--- config.mk ---
export PLATFORM = sky130hd
export DESIGN_NAME = spi_tx_fifo_slave
export DESIGN_NICKNAME = d
export VERILOG_FILES = /design/src/rtl/spi_tx_fifo_slave.sv
export SDC_FILE = /design/constraint.sdc
export NUM_CORES = 1
export LEC_CHECK = 0
export CAP_MARGIN = 0
export CORE_MARGIN = 4
export CORE_UTILIZATION = 60
export DETAILED_ROUTE_END_ITERATION = 10
export PLACE_DENSITY_LB_ADDON = 0.15
export SLEW_MARGIN = 5
export SYNTH_ARGS = -nofsm -noshare
export SYNTH_HDL_FRONTEND = slang
export SYNTH_SLANG_ARGS = --single-unit
--- constraint.sdc ---
create_clock -name clk -period 5.13 [get_ports clk]
set_clock_uncertainty 0.1 [all_clocks]
set_input_delay 1.026 -clock clk [delete_from_list [all_inputs] [get_ports clk]]
set_output_delay 1.026 -clock clk [all_outputs]
set_load 0.005 [all_outputs]
--- src/rtl/spi_tx_fifo_slave.sv ---
// SPI slave transmitter fed by a FIFO of Kalman filter results.
// Runs entirely on clk, oversampling rpi_sck/rpi_cs; supports all four SPI modes.
module spi_tx_fifo_slave #(
  parameter int                    DATA_WIDTH    = 16,
  parameter int                    FIFO_DEPTH    = 4,
  parameter bit                    CPOL          = 1'b0,
  parameter bit                    CPHA          = 1'b0,
  parameter bit                    MSB_FIRST     = 1'b1,
  parameter bit                    IDLE_LEVEL    = 1'b1,
  parameter logic [DATA_WIDTH-1:0] UNDERRUN_WORD = '1,
  parameter int                    SYNC_STAGES   = 2
) (
  input  logic                        clk,
  input  logic                        rst_n,
  input  logic [DATA_WIDTH-1:0]       filtered_data,
  input  logic                        filter_done,
  input  logic                        clear_flags,
  input  logic                        rpi_sck,
  input  logic                        rpi_cs,
  output logic                        rpi_miso,
  output logic [$clog2(FIFO_DEPTH):0] fifo_count,
  output logic                        overflow,
  output logic                        underrun,
  output logic                        frame_done,
  output logic                        frame_abort,
  output logic [1:0]                  fsm_state
);

  localparam int AW = $clog2(FIFO_DEPTH);
  localparam int CW = $clog2(DATA_WIDTH + 1);

  typedef enum logic [1:0] {IDLE = 2'd0, SHIFT = 2'd1, DONE = 2'd2} state_t;

  state_t state, state_next;

  // ---------------- synchronisers and edge detection ----------------
  logic [SYNC_STAGES-1:0] sck_sync, cs_sync;
  logic                   sck_d, cs_d;
  logic [SYNC_STAGES:0]   warm;
  logic                   sck_s, cs_s, ready;
  logic                   lead_q, trail_q, cs_fall_q, cs_rise_q;

  assign sck_s = sck_sync[SYNC_STAGES-1];
  assign cs_s  = cs_sync[SYNC_STAGES-1];
  // Edges are ignored until real pin samples have filled the chain, so cs held
  // low across reset release cannot masquerade as a falling edge.
  assign ready = warm[SYNC_STAGES];

  always_ff @(posedge clk or negedge rst_n) begin
    if (!rst_n) begin
      sck_sync  <= {SYNC_STAGES{CPOL}};
      cs_sync   <= '1;
      sck_d     <= CPOL;
      cs_d      <= 1'b1;
      warm      <= '0;
      lead_q    <= 1'b0;
      trail_q   <= 1'b0;
      cs_fall_q <= 1'b0;
      cs_rise_q <= 1'b0;
    end else begin
      sck_sync  <= {sck_sync[SYNC_STAGES-2:0], rpi_sck};
      cs_sync   <= {cs_sync[SYNC_STAGES-2:0], rpi_cs};
      sck_d     <= sck_s;
      cs_d      <= cs_s;
      warm      <= {warm[SYNC_STAGES-1:0], 1'b1};
      lead_q    <= ready && (sck_s != CPOL) && (sck_d == CPOL);
      trail_q   <= ready && (sck_s == CPOL) && (sck_d != CPOL);
      cs_fall_q <= ready && !cs_s && cs_d;
      cs_rise_q <= ready && cs_s && !cs_d;
    end
  end

  // ---------------- FIFO ----------------
  // filter_done is a valid-only strobe with no ready: a push into a full FIFO
  // is dropped and flagged, unless a pop frees a slot in the same cycle.
  logic [DATA_WIDTH-1:0] mem [FIFO_DEPTH];
  logic [AW-1:0]         wr_ptr, rd_ptr;
  logic                  full, empty, load, pop, push_ok;

  assign full    = (fifo_count == (AW + 1)'(FIFO_DEPTH));
  assign empty   = (fifo_count == '0);
  assign pop     = load && !empty;
  assign push_ok = filter_done && (!full || pop);

  always_ff @(posedge clk) begin
    if (push_ok) mem[wr_ptr] <= filtered_data;
  end

  // ---------------- FSM ----------------
  logic [DATA_WIDTH-1:0] shift_reg, shift_next;
  logic [CW-1:0]         bit_cnt;
  logic                  miso_r, out_bit;
  logic                  advance, present, cnt_inc, done_set, abort_set;

  assign out_bit    = MSB_FIRST ? shift_reg[DATA_WIDTH-1] : shift_reg[0];
  assign shift_next = MSB_FIRST ? {shift_reg[DATA_WIDTH-2:0], 1'b0}
                                : {1'b0, shift_reg[DATA_WIDTH-1:1]};
  assign fsm_state  = state;

  always_ff @(posedge clk or negedge rst_n) begin
    if (!rst_n) state <= IDLE;
    else        state <= state_next;
  end

  always_comb begin
    state_next = state;
    load       = 1'b0;
    advance    = 1'b0;
    present    = 1'b0;
    cnt_inc    = 1'b0;
    done_set   = 1'b0;
    abort_set  = 1'b0;
    case (state)
      IDLE: begin
        if (cs_fall_q) begin
          load       = 1'b1;
          state_next = SHIFT;
        end
      end
      SHIFT: begin
        if (cs_rise_q) begin
          abort_set  = 1'b1;
          state_next = IDLE;
        end else begin
          if (CPHA) present = lead_q;
          else      advance = trail_q;
          cnt_inc = trail_q;
          if (trail_q && bit_cnt == CW'(DATA_WIDTH - 1)) begin
            done_set   = 1'b1;
            state_next = DONE;
          end
        end
      end
      DONE: begin
        if (cs_rise_q) state_next = IDLE;
      end
      default: state_next = IDLE;
    endcase
  end

  always_ff @(posedge clk or negedge rst_n) begin
    if (!rst_n) begin
      wr_ptr      <= '0;
      rd_ptr      <= '0;
      fifo_count  <= '0;
      overflow    <= 1'b0;
      underrun    <= 1'b0;
      frame_done  <= 1'b0;
      frame_abort <= 1'b0;
      shift_reg   <= '0;
      bit_cnt     <= '0;
      miso_r      <= IDLE_LEVEL;
    end else begin
      frame_done  <= done_set;
      frame_abort <= abort_set;
      if (push_ok) wr_ptr <= wr_ptr + 1'b1;
      if (pop)     rd_ptr <= rd_ptr + 1'b1;
      case ({push_ok, pop})
        2'b10:   fifo_count <= fifo_count + 1'b1;
        2'b01:   fifo_count <= fifo_count - 1'b1;
        default: fifo_count <= fifo_count;
      endcase
      if (filter_done && full && !pop) overflow <= 1'b1;
      else if (clear_flags)            overflow <= 1'b0;
      if (load && empty)               underrun <= 1'b1;
      else if (clear_flags)            underrun <= 1'b0;
      if (load) begin
        shift_reg <= empty ? UNDERRUN_WORD : mem[rd_ptr];
        bit_cnt   <= '0;
        miso_r    <= IDLE_LEVEL;
      end else begin
        if (advance || present) shift_reg <= shift_next;
        if (present)            miso_r    <= out_bit;
        if (cnt_inc)            bit_cnt   <= bit_cnt + 1'b1;
      end
    end
  end

  // Combinational from state so reset forces the idle level without a clock.
  always_comb begin
    rpi_miso = IDLE_LEVEL;
    if (state == SHIFT) rpi_miso = CPHA ? miso_r : out_bit;
  end

endmodule

=== Word level (Yosys, flattened, before mapping) ===
Memories as Yosys holds them, arrays and structs flattened.
Cells that the tools add are included.

* Bitwise operators: 1
* Reductions and logical operators: 25
* Multiplexer cells: 26
* Equal/unequal tests: 9
* Add/subtract/negate cells: 5

{| class="wikitable"
|+ Operator list
! operator !! count
|-
| $mux 16 || 3
|-
| $mux 1 || 15
|-
| $logic_and 1x1->1 || 12
|-
| $mux 5 || 2
|-
| $mux 2 || 4
|-
| $reduce_bool 2->1 || 4
|-
| $pmux 2 s3 || 1
|-
| $pmux 3 s2 || 1
|-
| $add 5x1->5 const B || 1
|-
| $eq 5x4->1 const B || 1
|-
| $logic_not 1->1 || 5
|-
| $add 2x1->2 const B || 2
|-
| $eq 2x1->1 const B || 2
|-
| $eq 2x2->1 const B || 2
|-
| $ne 2x2->1 const B || 2
|-
| $add 3x1->3 const B || 1
|-
| $eq 3x3->1 const B || 1
|-
| $logic_not 3->1 || 1
|-
| $ne 3x3->1 const B || 1
|-
| $reduce_and 3->1 || 1
|-
| $sub 3x1->3 const B || 1
|-
| $logic_not 2->1 || 1
|-
| $logic_or 1x1->1 || 1
|-
| $not 1->1 || 1
|}

* RAM bits: 64
* Input port bits: 22
* Memories: 1
* Output and inout bits: 10
* Register bits after elaboration: 46
* Logic and storage cells: 85

{| class="wikitable"
|+ Memory list
! memory !! depth !! width !! read ports !! clocked after Yosys merged registers in !! wr ports !! RTL line !! RTL
|-
| mem || 4 || 16 || 1 || 0 || 1 || 76 || <nowiki>logic [DATA_WIDTH-1:0] mem [FIFO_DEPTH];</nowiki>
|}

=== Longest topological paths before layout ===
* Depth after elaboration: 7
* Depth in mapped cells: 9
* Mapped depth without buffers: 7

=== Worst setup path before layout ===
Ideal clock, no wire load.

* Path type: input port to flip-flop
* Start point: in filter_done
* End point: reg fifo_count[2]
* Path slack: 2606 ps
* Path buffers: 1
* Data required time: 4959 ps
* Arrival: 2354 ps
* Cell stages on the path: 7
* Library setup time: 71 ps
* Cell sequence: buf_6 > inv_1 > nand2_1 > fa_1 > or2b_1 > or3_1 > nand4_1

* Word-level cells in the longest chain between the ends: 3
* Elaborated cells between the ends (all ways): 5
* Those cells by class: eq/ne (2); mux (1); reduce/logical (2)

{| class="wikitable"
|+ RTL lines
! element !! RTL line !! RTL
|-
| start: declaration || 16 || <nowiki>input logic filter_done,</nowiki>
|-
| $logic_and 1x1->1 (*) || 83 || <nowiki>assign push_ok = filter_done && (!full || pop);</nowiki>
|-
| $eq 2x1->1 or $eq 2x2->1 (tied branches) || 158 || <nowiki>case ({push_ok, pop})</nowiki>
|-
| $pmux 3 s2 or $reduce_bool 2->1 (tied branches) || -- ||
|-
| end signal: assignment || 159 || <nowiki>2'b10: fifo_count <= fifo_count + 1'b1;</nowiki>
|-
| end signal: assignment || 160 || <nowiki>2'b01: fifo_count <= fifo_count - 1'b1;</nowiki>
|-
| end signal: assignment || 161 || <nowiki>default: fifo_count <= fifo_count;</nowiki>
|-
| end: declaration || 21 || <nowiki>output logic [$clog2(FIFO_DEPTH):0] fifo_count,</nowiki>
|}

Every way passes the cells marked *; elsewhere a longest branch is shown, timed or not.
A chain may end at the register's enable or synchronous reset.

=== Worst setup path in the final report ===
* Start point: in filter_done
* End point: mem mem[0][14] (enable)

* Word-level cells in the longest chain between the ends: 3

{| class="wikitable"
|+ RTL lines
! element !! RTL line !! RTL
|-
| $logic_and 1x1->1 || 83 ||
|-
| $mux 1 || 86 || <nowiki>if (push_ok) mem[wr_ptr] <= filtered_data;</nowiki>
|-
| $mux 1 (not written as such) || 86 ||
|-
| end: declaration || 76 ||
|}

No other way between the ends.

==> impl_metrics.json <==
{
  "status": "complete, no violations",
  "dr_total_vias": 2367,
  "fin_ws_ns": 2.153,
  "setup-tns-final_ns": 0,
  "path_cells": "clkdlybuf4s50_1, inv_1, a31oi_4, and2_1",
  "cts_sinks": 110,
  "min_period_over_period": 0.5802,
  "synthToLayoutAreaGrowth_pct": 12.36,
  "avgSynthCellArea_sq_um": 16.02,
  "yosysWarnings": 0,
  "slowest_stage": "and2_1",
  "max_cap_violations": 0,
  "max_clock_freq_mhz": 335.9,
  "ir_drop_mv": 0.2494,
  "hpwl_mm": 4.896,
  "io_pins": 32,
  "io_buffers": 31,
  "syn_inst": 278,
  "htreeDepth": 3,
  "min_period_ns": 2.977,
  "wl_per_cell_microns": 18.09,
  "rr_endpoint": "fifo_count[2]",
  "firstDrtPassIters": 4,
  "slew_headroom": 0.2897,
  "wirelength_mm": 7.416,
  "critPathKind": "input pin to register",
  "ant_nets": 0,
  "tritoncts": "built",
  "grt_max_degree": 47,
  "hold_end": "cs_sync[1]",
  "cts_buffer_depth": 2,
  "cp.depth": 4,
  "place_ws_ns": 1.780,
  "slew_viol_final": 0,
  "r2r_start": "fsm_state[0]",
  "diodes": 0,
  "syn_nets": 307,
  "row_count": 31,
  "critPathMaxStageDelay_ns": 0.70,
  "worst_slew_pin_slew_ns": 1.061,
  "start_util": 0.6172,
  "worst-path-buf-inv": 2,
  "fin_util": 0.6935,
  "synth_edf_count": 64,
  "path_clk_slew_ns": 0.10,
  "fp.dieW_microns": 94.15,
  "cts_resized": 0,
  "gp_congestion": 0.7638,
  "path_delay_family": "buffers and inverters",
  "rsz0062_at_grt": "false",
  "synth.distinct_cells": 46,
  "end_kind": "register",
  "grt_pass1_wl_mm": 12.43,
  "clk_latency_ns": 0.36,
  "holdPathStages": 0,
  "coreArea_sq_um": 7214,
  "critPathLaunchType": "input pin",
  "hold_class": "register to register",
  "ys_ff_latch": 110,
  "netlist_area_sq_um": 4453,
  "grt_overflow_total": 0,
  "antenna_found_initial": 0,
  "fillCellCount": 497,
  "vias_per_cell": 5.773,
  "path_max_fanout": 16,
  "drive_above_1_share": 0.1447,
  "arrival_ns": 2.87,
  "die-area_sq_um": 8864,
  "fin_nets": 335,
  "largest_reg_flops": 64,
  "die-height_microns": 94.15,
  "layout_common_cells": "edfxtp_1 (64), dfrtp_1 (43), clkdlybuf4s50_1 (30)",
  "ctsHoldBuffers": 0,
  "drc": 0,
  "p_leak_nw": 1.773,
  "grt_use_total": 0.1863,
  "layout_commonest_cell": "edfxtp_1",
  "reg2regPathDepth": 7,
  "powerDensity_nw_per_um2": 477.8,
  "worstPathRequired_ns": 5.02,
  "ff2ff_setup_slack_ns": 2.53,
  "cts_inserted_buffers": 9,
  "setup_viol": 0,
  "drt_iter0_markers": 114,
  "synthFlopType": "edfxtp_1",
  "ys_seq_area_frac": 0.6909,
  "hold_viol": 0,
  "hp-start": "cs_sync[0]",
  "cts_setup_buffers": 0,
  "cts-root-buf": "clkbuf_8",
  "ys_async_sr_fraction": 0.4182,
  "grt_pass1_vias": 2456
}
area by class of cell:
type                    count  area, sq um  area share
multi-input cells         142         1249      0.2496
clock inverters             7        72.57     0.01450
repair buffers             33        320.3     0.06402
clock buffers               9        123.9     0.02476
well taps                  99        123.9     0.02476
inverters                  10        37.54    0.007502
flip-flops and latches    110         3077      0.6149
stage by stage:
stage | cells | total power [mW] | hold slack (ns) | area, sq um
CTS | 410 | 2.413 | 0.2654 | 5004
floorplan | 278 | 1.715 | 0.2312 | 4453
detailed placement | 394 | 1.904 | 0.2403 | 4807
global route | 410 | 2.530 | 0.2716 | 5004
global placement | 394 | 1.880 | 0.2323 | 4807
finish | 410 | 2.391 | 0.2635 | 5004
kinds of logic (layout without fill, tap and decap cells):
group | count (synthesis) | count (layout) | synth area share
AO/OA/AOI/OAI | 48 | 48 | 0.07671
XOR/XNOR | 6 | 6 | 0.01180
adder cells (fa/ha/maj) | 7 | 7 | 0.02135
buffers and inverters | 26 | 59 | 0.02866
flip-flops | 110 | 110 | 0.6909
multiplexers | 17 | 17 | 0.08345
other | 1 | 1 | 0.0008421
AND/OR/NAND/NOR | 63 | 63 | 0.08626
worst max path at each step:
stage                startpoint            end
CTS                 filter_done      mem[0][9]
detailed placement  filter_done     mem[0][10]
floorplan           filter_done  fifo_count[2]
global route        filter_done      mem[0][8]
finish              filter_done     mem[0][14]
global placement    filter_done     mem[1][10]
Yosys cell counts (2+ instances only):
library cell,n,area (sq um)
buf_4,2,15.01
nand4_1,2,12.51
xnor2_1,3,26.28
xor2_1,3,26.28
and2_1,6,37.54
ha_1,6,75.07
buf_2,6,30.03
o22ai_1,2,12.51
o2bb2ai_1,16,140.1
mux4_2,16,360.4
dfrtp_1,43,1076
inv_1,10,37.54
edfxtp_1,64,1922
nand3_1,3,15.01
clkbuf_1,6,22.52
nand2b_1,4,25.02
nor2_1,8,30.03
nand2_1,7,26.28
buf_6,2,22.52
dfstp_2,3,78.83
a21oi_1,20,100.1
or3_1,3,18.77
nor3_1,17,85.08
o21ai_0,4,20.02
layer usage:
metal  up-vias  part of all wire  global-route usage
met5         -                 0                   0
met2        35              0.50              0.2979
met4         0             0.017             0.06859
met3        11             0.028             0.03205
met1      1210              0.45              0.2600
li1       1111                 -                   -
report_power, final:
part	leakage [nW]	switching [mW]	internal [mW]
clock network	0.0929	0.284	0.228
registers	1.15	0.166	1.15
logic	0.530	0.258	0.305
total	1.77	0.708	1.68
No activity file was read; power rests on OpenSTA's default activity.
